[config.mk]
export PLATFORM = sky130hd
export DESIGN_NAME = vlsu_axi_txn_issuer
export DESIGN_NICKNAME = d
export VERILOG_FILES = /design/src/rtl/vlsu_axi_txn_issuer.sv
export SDC_FILE = /design/constraint.sdc
export NUM_CORES = 1
export LEC_CHECK = 0
export CAP_MARGIN = 20
export CORE_ASPECT_RATIO = 0.75
export CORE_MARGIN = 2
export CORE_UTILIZATION = 50
export DETAILED_ROUTE_END_ITERATION = 8
export DONT_BUFFER_PORTS = 1
export HOLD_SLACK_MARGIN = 0.05
export PLACE_DENSITY = 0.76
export SYNTH_ARGS = -nofsm -noshare
export SYNTH_HDL_FRONTEND = slang
export SYNTH_SLANG_ARGS = --single-unit
[constraint.sdc]
create_clock -name clk_i -period 7.1 [get_ports clk_i]
set_input_delay 1.42 -clock clk_i [delete_from_list [all_inputs] [get_ports clk_i]]
set_output_delay 1.42 -clock clk_i [all_outputs]
set_load 0.005 [all_outputs]
[src/rtl/vlsu_axi_txn_issuer.sv]
// VLSU AXI transaction issuer: one fragment in, one single-beat AR/AW request out, via a 2-entry buffer.
// Optional perf counters are compiled in with `define VLSU_TXN_PERF_CNT_EN.
module vlsu_axi_txn_issuer #(
  parameter int REQ_ID_BITS     = 8,
  parameter int VLSU_ADDR_BITS  = 32,
  parameter int AXI4_ADDR_BITS  = 32,
  parameter int AXI4_ID_BITS    = 4,
  parameter int TXN_CNT_BITS    = 8,
  parameter int SLEN            = 128,
  parameter int MAX_OUTSTANDING = 8,
  localparam int OCW            = $clog2(MAX_OUTSTANDING + 1)
) (
  input  logic                      clk_i,
  input  logic                      rst_ni,
  input  logic                      meta_valid_i,
  output logic                      meta_ready_o,
  input  logic [REQ_ID_BITS-1:0]    meta_req_id_i,
  input  logic                      meta_is_load_i,
  input  logic [VLSU_ADDR_BITS-1:0] meta_seg_base_addr_i,
  input  logic [TXN_CNT_BITS-1:0]   meta_txn_cnt_i,
  output logic                      ax_valid_o,
  input  logic                      ax_ready_i,
  output logic [AXI4_ADDR_BITS-1:0] ax_addr_o,
  output logic [AXI4_ID_BITS-1:0]   ax_id_o,
  output logic [7:0]                ax_len_o,
  output logic [2:0]                ax_size_o,
  output logic [1:0]                ax_burst_o,
  output logic                      ax_is_load_o,
  input  logic                      txn_done_i,
  output logic [OCW-1:0]            outstanding_o,
  output logic                      idle_o
`ifdef VLSU_TXN_PERF_CNT_EN
  ,
  output logic [31:0]               perf_txn_cnt_o,
  output logic [31:0]               perf_stall_cnt_o
`endif
);

  localparam int BYTES = SLEN / 8;
  localparam int SIZE  = $clog2(BYTES);
  localparam logic [OCW-1:0] MAX_OS = OCW'(MAX_OUTSTANDING);

  typedef struct packed {
    logic [AXI4_ADDR_BITS-1:0] addr;
    logic [AXI4_ID_BITS-1:0]   id;
    logic                      is_load;
  } ent_t;

  ent_t       fifo_q [2];
  logic       wr_ptr, rd_ptr;
  logic [1:0] cnt;
  logic       accept, issue;

  logic [AXI4_ADDR_BITS-1:0] base, aligned, offset;
  ent_t                      new_ent;

  // Reset gates ready so nothing is accepted while the block is held in reset.
  assign meta_ready_o = rst_ni && (cnt != 2'd2) && (outstanding_o < MAX_OS);
  assign accept       = meta_valid_i && meta_ready_o;
  assign issue        = ax_valid_o && ax_ready_i;

  // Nibble -> byte address; non-first txns snap to the beat boundary of the segment base.
  assign base    = AXI4_ADDR_BITS'(meta_seg_base_addr_i >> 1);
  assign aligned = base & ~AXI4_ADDR_BITS'(BYTES - 1);
  assign offset  = AXI4_ADDR_BITS'(meta_txn_cnt_i) << SIZE;

  always_comb begin
    new_ent         = '0;
    new_ent.addr    = (meta_txn_cnt_i == '0) ? base : aligned + offset;
    new_ent.id      = meta_req_id_i[AXI4_ID_BITS-1:0];
    new_ent.is_load = meta_is_load_i;
  end

  always_ff @(posedge clk_i) begin
    if (accept) fifo_q[wr_ptr] <= new_ent;
  end

  always_ff @(posedge clk_i or negedge rst_ni) begin
    if (!rst_ni) begin
      wr_ptr <= 1'b0;
      rd_ptr <= 1'b0;
      cnt    <= 2'd0;
    end else begin
      if (accept) wr_ptr <= ~wr_ptr;
      if (issue)  rd_ptr <= ~rd_ptr;
      case ({accept, issue})
        2'b10:   cnt <= cnt + 2'd1;
        2'b01:   cnt <= cnt - 2'd1;
        default: cnt <= cnt;
      endcase
    end
  end

  assign ax_valid_o   = (cnt != 2'd0);
  assign ax_addr_o    = fifo_q[rd_ptr].addr;
  assign ax_id_o      = fifo_q[rd_ptr].id;
  assign ax_is_load_o = fifo_q[rd_ptr].is_load;
  assign ax_len_o     = 8'd0;
  assign ax_size_o    = 3'(SIZE);
  assign ax_burst_o   = 2'b01;

  // Reservation is taken at accept so a full AXI pipeline can never overrun the completion side.
  always_ff @(posedge clk_i or negedge rst_ni) begin
    if (!rst_ni) begin
      outstanding_o <= '0;
    end else if (accept && !txn_done_i) begin
      outstanding_o <= outstanding_o + OCW'(1);
    end else if (!accept && txn_done_i && outstanding_o != '0) begin
      outstanding_o <= outstanding_o - OCW'(1);
    end
  end

  assign idle_o = (cnt == 2'd0) && (outstanding_o == '0);

  a_no_done_underflow: assert property (@(posedge clk_i) disable iff (!rst_ni)
    !(txn_done_i && !accept && outstanding_o == '0));

`ifdef VLSU_TXN_PERF_CNT_EN
  always_ff @(posedge clk_i or negedge rst_ni) begin
    if (!rst_ni) begin
      perf_txn_cnt_o   <= '0;
      perf_stall_cnt_o <= '0;
    end else begin
      if (issue)                         perf_txn_cnt_o   <= perf_txn_cnt_o + 32'd1;
      if (meta_valid_i && !meta_ready_o) perf_stall_cnt_o <= perf_stall_cnt_o + 32'd1;
    end
  end
`endif

endmodule

# After elaboration in Yosys (flattened, before gate mapping)
# Memory sizes are Yosys's and may differ from the RTL's.
# Cells that the tools add are included.
[word_totals]
register_bits = 8
mem_bits_rw = 74
in_bits = 54
n_memories = 1
[memory_table]
columns = ["memory", "depth", "width", "read_ports", "rd_ports_with_merged_regs", "write_ports", "line_no", "source"]
rows = [
  ["fifo_q", 2, 37, 1, 0, 1, "49", "ent_t fifo_q [2];"],
]
[op_classes]
n_addsub = 5
magnitude_cmp = 1
n_eq_ne = 3
n_mux = 6
bitwise_logic = 2
n_reduce_logical = 17
[ops]
columns = ["operator", "n"]
rows = [
  ["31-bit by 12-bit adder with 32-bit output", 1],
  ["32-bit two-way mux", 1],
  ["1-bit logical AND", 8],
  ["8-bit logical NOT", 1],
  ["4-bit two-way mux", 2],
  ["2-bit nonzero test", 3],
  ["4-bit by 1-bit adder with 4-bit output (second input constant)", 1],
  ["4-bit logical NOT", 1],
  ["4-bit less-than comparator (second input constant)", 1],
  ["2-bit case mux with 2 select lines", 1],
  ["4-bit nonzero test", 1],
  ["4-bit by 1-bit subtractor with 4-bit output (second input constant)", 1],
  ["2-bit by 1-bit adder with 2-bit output (second input constant)", 1],
  ["2-bit by 1-bit == test with 1-bit output (second input constant)", 1],
  ["2-bit == test (second input constant)", 1],
  ["1-bit logical NOT", 2],
  ["2-bit logical NOT", 1],
  ["1-bit two-way mux", 2],
  ["2-bit != test (second input constant)", 1],
  ["1-bit inverter", 2],
  ["2-bit by 1-bit subtractor with 2-bit output (second input constant)", 1],
]

# Depth between registers and ports, before layout
[logic_depth]
depth_word = 9
ltp_mapped = 9
ltp_nobuf = 8

# Least setup slack after synthesis
# OpenSTA, ideal clock, no wires.
[synth_path]
path_kind = "input-to-reg"
from = "input meta_valid_i"
to = "memory fifo_q[0][0] (netlist bit), enable pin"
arrival_ps = 3228
t_required_ps = 6669
slack_ps = 3441
path_stages = 3
path_buffers = 1
path_cell_list = "nand4bb_1 -> buf_2 -> nor2_1"
[synth_between]
elab_chain_cells = 3
[synth_rtl]
columns = ["item", "line_no", "source"]
rows = [
  ["from (decl)", "15", "input logic meta_valid_i,"],
  ["1-bit logical AND", "59", "assign accept = meta_valid_i && meta_ready_o;"],
  ["1-bit two-way mux", "75", "if (accept) fifo_q[wr_ptr] <= new_ent;"],
  ["1-bit two-way mux (implied by the code)", "75", ""],
  ["to (decl)", "49", ""],
]
# No other way between the ends.

# Worst setup path after layout
[layout_path]
from = "register rd_ptr"
to = "output ax_addr_o[31]"
[layout_between]
elab_chain_cells = 1
[layout_rtl]
columns = ["item", "line_no", "source"]
rows = [
  ["from (decl)", "50", "logic wr_ptr, rd_ptr;"],
  ["from (signal assigned)", "85", "if (issue) rd_ptr <= ~rd_ptr;"],
  ["memory read 2 x 37 bit", "n/a", ""],
  ["to (decl)", "23", "output logic [AXI4_ADDR_BITS-1:0] ax_addr_o,"],
]
# No other way between the ends.

==> summary.txt <==
Yosys
  – Distinct cells, synth: 48
  – YS warnings: 0
  – Post-synth top area share: 52.7%
  – Complex-gate fraction of the synthesized area: 6.85%
  – Syn Inst Count: 312
  – Simple-Gate Fraction of Synth Area: 11.1%
  – Mapped Area: 4220 µm²
  – Leading area contributor after synthesis: edfxtp_1
  – Main combinational cell family by area after synthesis: simple AND/OR/NAND/NOR gates
  – Post-synth ARST share: 9.76%
  – Synthesis-stage register bit count: 82
  – Avg Cell Area, Syn: 13.5 µm²
  – Mux cell area share after synthesis: 10.5%
  – Synth Flop Type: edfxtp_1
  – Number of synthesized flops with an enable pin: 74
  – Post-Synth XOR/XNOR Area: 6.02%
  – Seq/Total Area, Yosys: 57.4%
  – Area contributors post-synth: edfxtp_1 (53%), mux2_2 (9.9%), xnor2_1 (5.2%)
  – Adder-Cell Fraction of Synth Area: 4.21%

Routing
  – Initial drt markers: 110
  – Routed WL: 8200 µm
  – Via count: 2,463
  – Drt first pass iters: 4
  – DRT antenna net count: 0
  – Post-DR vias/cell: 5.84
  – DRC Markers: 0
  – WL/cell: 19.4 µm

Power
  – Largest vdd supply drop: 226 µV
  – Sequential group share of total power: 50.1%
  – Internal: 0.967 mW
  – Combinational share of power: 22.9%
  – Sw frac: 28.7%
  – Sw power: 0.390 mW
  – Clock power frac: 27.0%
  – Leakage power figure: 1.57 nW
  – Power Density: 301 nW/µm²
  – Design Power: 1.36 mW

CTS
  – Clk slew on worst S/H paths: 80 ps
  – Clock buffer depth: 2
  – Root Driver: clkbuf_8
  – CTS resizes: 0
  – H-Tree Depth: 3
  – Cts bufs inserted: 9
  – Hold_buf cts: 0
  – Postcts setup bufs: 0
  – TritonCTS clock tree: yes
  – Clk_lat worst skew: 360 ps
  – Clock Sinks: 82

Critical path
  – Crit Reg-Reg Endpoint: outstanding_o[3]$_DFFE_PN0P_
  – CP peak stage delay: 970 ps
  – CP top delay family: flip-flops
  – CP Max Fanout: 38
  – Setup crit end: ax_addr_o[31]
  – Reg-to-reg critical path startpoint: cnt[1]$_DFFE_PN0P_
  – Worst path cell trace: mux2_2
  – Element type at the critical path end: primary output
  – Critical path startpoint category: flop
  – WS Path Type: reg2out
  – Req. time, crit path: 5680 ps
  – Worst setup path start: rd_ptr$_DFFE_PN0P_
  – CP arrival: 1790 ps
  – Critical path's slowest cell: dfrtp_2
  – Crit. path cell count: 1
  – Buf/Inv on CP: 0
  – Register-to-Register Path Depth: 7
  – R2r setup slk: 4860 ps

Die
  – Die width: 110 µm
  – Core footprint: 8020 µm²
  – FP Rows: 28
  – Initial Util: 52.6%
  – Die area: 9200 µm²
  – Die H: 83.6 µm
  – Ports: 111

Min path
  – Hold WC Path Type: reg2reg

Final layout
  – Most common cell after layout, fill and taps aside: edfxtp_1
  – N_diodes: 0
  – Area taken by multi-input logic gates: 1690 µm²
  – Sequential Area: 2420 µm²
  – Finished Cell Area: 4500 µm²
  – Area Growth Syn to Fin: 6.76%
  – Final Core Density: 56.1%
  – Fillers: 667
  – Layout Nets: 379
  – Commonest non-fill, non-tap cells in the layout: edfxtp_1 (74), mux2_2 (37), xnor2_1 (25), nand2_1 (20)
  – Layout cells sized above 1: 20.2%

Placement
  – Port Buf Inserts: 0
  – DP Wirelength: 5720 µm
  – Placed Area: 4260 µm²
  – Placer Congestion: 0.769

STA
  – Setup violators final: 0
  – Fmax: 311 MHz
  – Crit path time final: 3210 ps
  – RSZ-0062 raised after global routing: false
  – Clk_skew: 6.20 ps
  – Hold Fails Final Rpt: 0
  – Worst rel slew slack: 39.8%
  – Slew at the pin closest to its max-slew limit: 903 ps
  – Fin. max-slew vios: 0
  – Final TNS setup: 0 ps
  – Final period util: 45.3%

Flow run
  – Max-Cap Viols: 0

Global route
  – Vias in the first global route: 2,495
  – Largest net degree at the start of global routing: 39
  – Remaining Overflow, GRT: 0
  – First-pass GRT wire length: 12,600 µm
  – Antenna violations before repair: 0
  – Total GRT Usage: 18.7%

Outcome
  – Status: finished, final reports clean
cells by family after synthesis:
group,Yosys count
other,2
xor gates and xnor gates,29
adders and majority gates,13
AOI/OAI and AO/OA,39
and+or+nand+nor,81
muxes,39
DFF,82
buffers and inverters,27
area by class of cell:
cell class	count	area share, %
flip-flops and latches	82	53.8
multi-input cells	214	37.5
well taps	105	2.92
clock buffers	10	2.83
clock inverters	6	2.03
repair buffers	1	0.611
inverters	4	0.333
power by group through the flow:
stage               Combinational [mW]  Clock (mW)  Sequential (mW)
floorplan                        0.300           0            0.638
global placement                 0.299           0            0.690
detailed placement               0.308           0            0.694
CTS                              0.310       0.376            0.682
global route                     0.340       0.398            0.693
finish                           0.311       0.366            0.679
synth_stat cells, drive strengths merged (2+ instances only):
library cell and number:
a211oi 2, a21o 5, a21oi 7, and2 2, and3 11, buf 20, clkbuf 3, conb 2
dfrtp 8, edfxtp 74, fa 2, ha 11, inv 4, mux2 39, nand2 20, nand3 4
nand4 8, nand4b 2, nor2 14, nor2b 4, nor3 3, nor3b 2, nor4 2, o2111ai 6
o21a 5, o21ai 7, o31ai 2, or2 2, or3 2, xnor2 25, xor2 4
flip-flops by register name, summed over array words and instances, names as in the netlist:
register,cells
rd_ptr,1
cnt,2
outstanding_o,4
wr_ptr,1
fifo_q,74
stage by stage:
| step | std cells | setup WS [ps] | hold WS (ps) |
|---|---|---|---|
| 3_3_place_gp | 405 | 3710 | 463 |
| 4_1_cts | 421 | 3850 | 483 |
| 3_5_place_dp | 405 | 3650 | 469 |
| 6_report | 422 | 3890 | 479 |
| 5_1_grt | 422 | 3760 | 516 |
| 2_1_floorplan | 323 | 3440 | 447 |
worst register-to-register path: stages, from the launching register on:
cell and delay (ps):
dfrtp_1 400, nor2b_1 150, nand4bb_1 390, or2_1 390
ha_1 290, a21o_1 160, a211oi_2 250, xnor2_1 140
per-layer routing:
metal | part of all wire, % | GRT usage, %
met1 | 43 | 22.6
met4 | 0.95 | 4.72
met3 | 9.8 | 10.1
met2 | 46 | 29.0
met5 | 0 | 0
worst min-delay path by stage:
stage / from / to / slack (ps) / cells past startpoint
global placement: cnt[1]$_DFFE_PN0P_ / cnt[1]$_DFFE_PN0P_ / 460 / 1
finish: cnt[1]$_DFFE_PN0P_ / cnt[1]$_DFFE_PN0P_ / 480 / 1
CTS: cnt[1]$_DFFE_PN0P_ / cnt[1]$_DFFE_PN0P_ / 480 / 1
floorplan: cnt[1]$_DFFE_PN0P_ / cnt[1]$_DFFE_PN0P_ / 450 / 1
detailed placement: cnt[1]$_DFFE_PN0P_ / cnt[1]$_DFFE_PN0P_ / 470 / 1
global route: cnt[1]$_DFFE_PN0P_ / cnt[1]$_DFFE_PN0P_ / 520 / 1
Note: power is estimated with default switching activity, not from simulation.
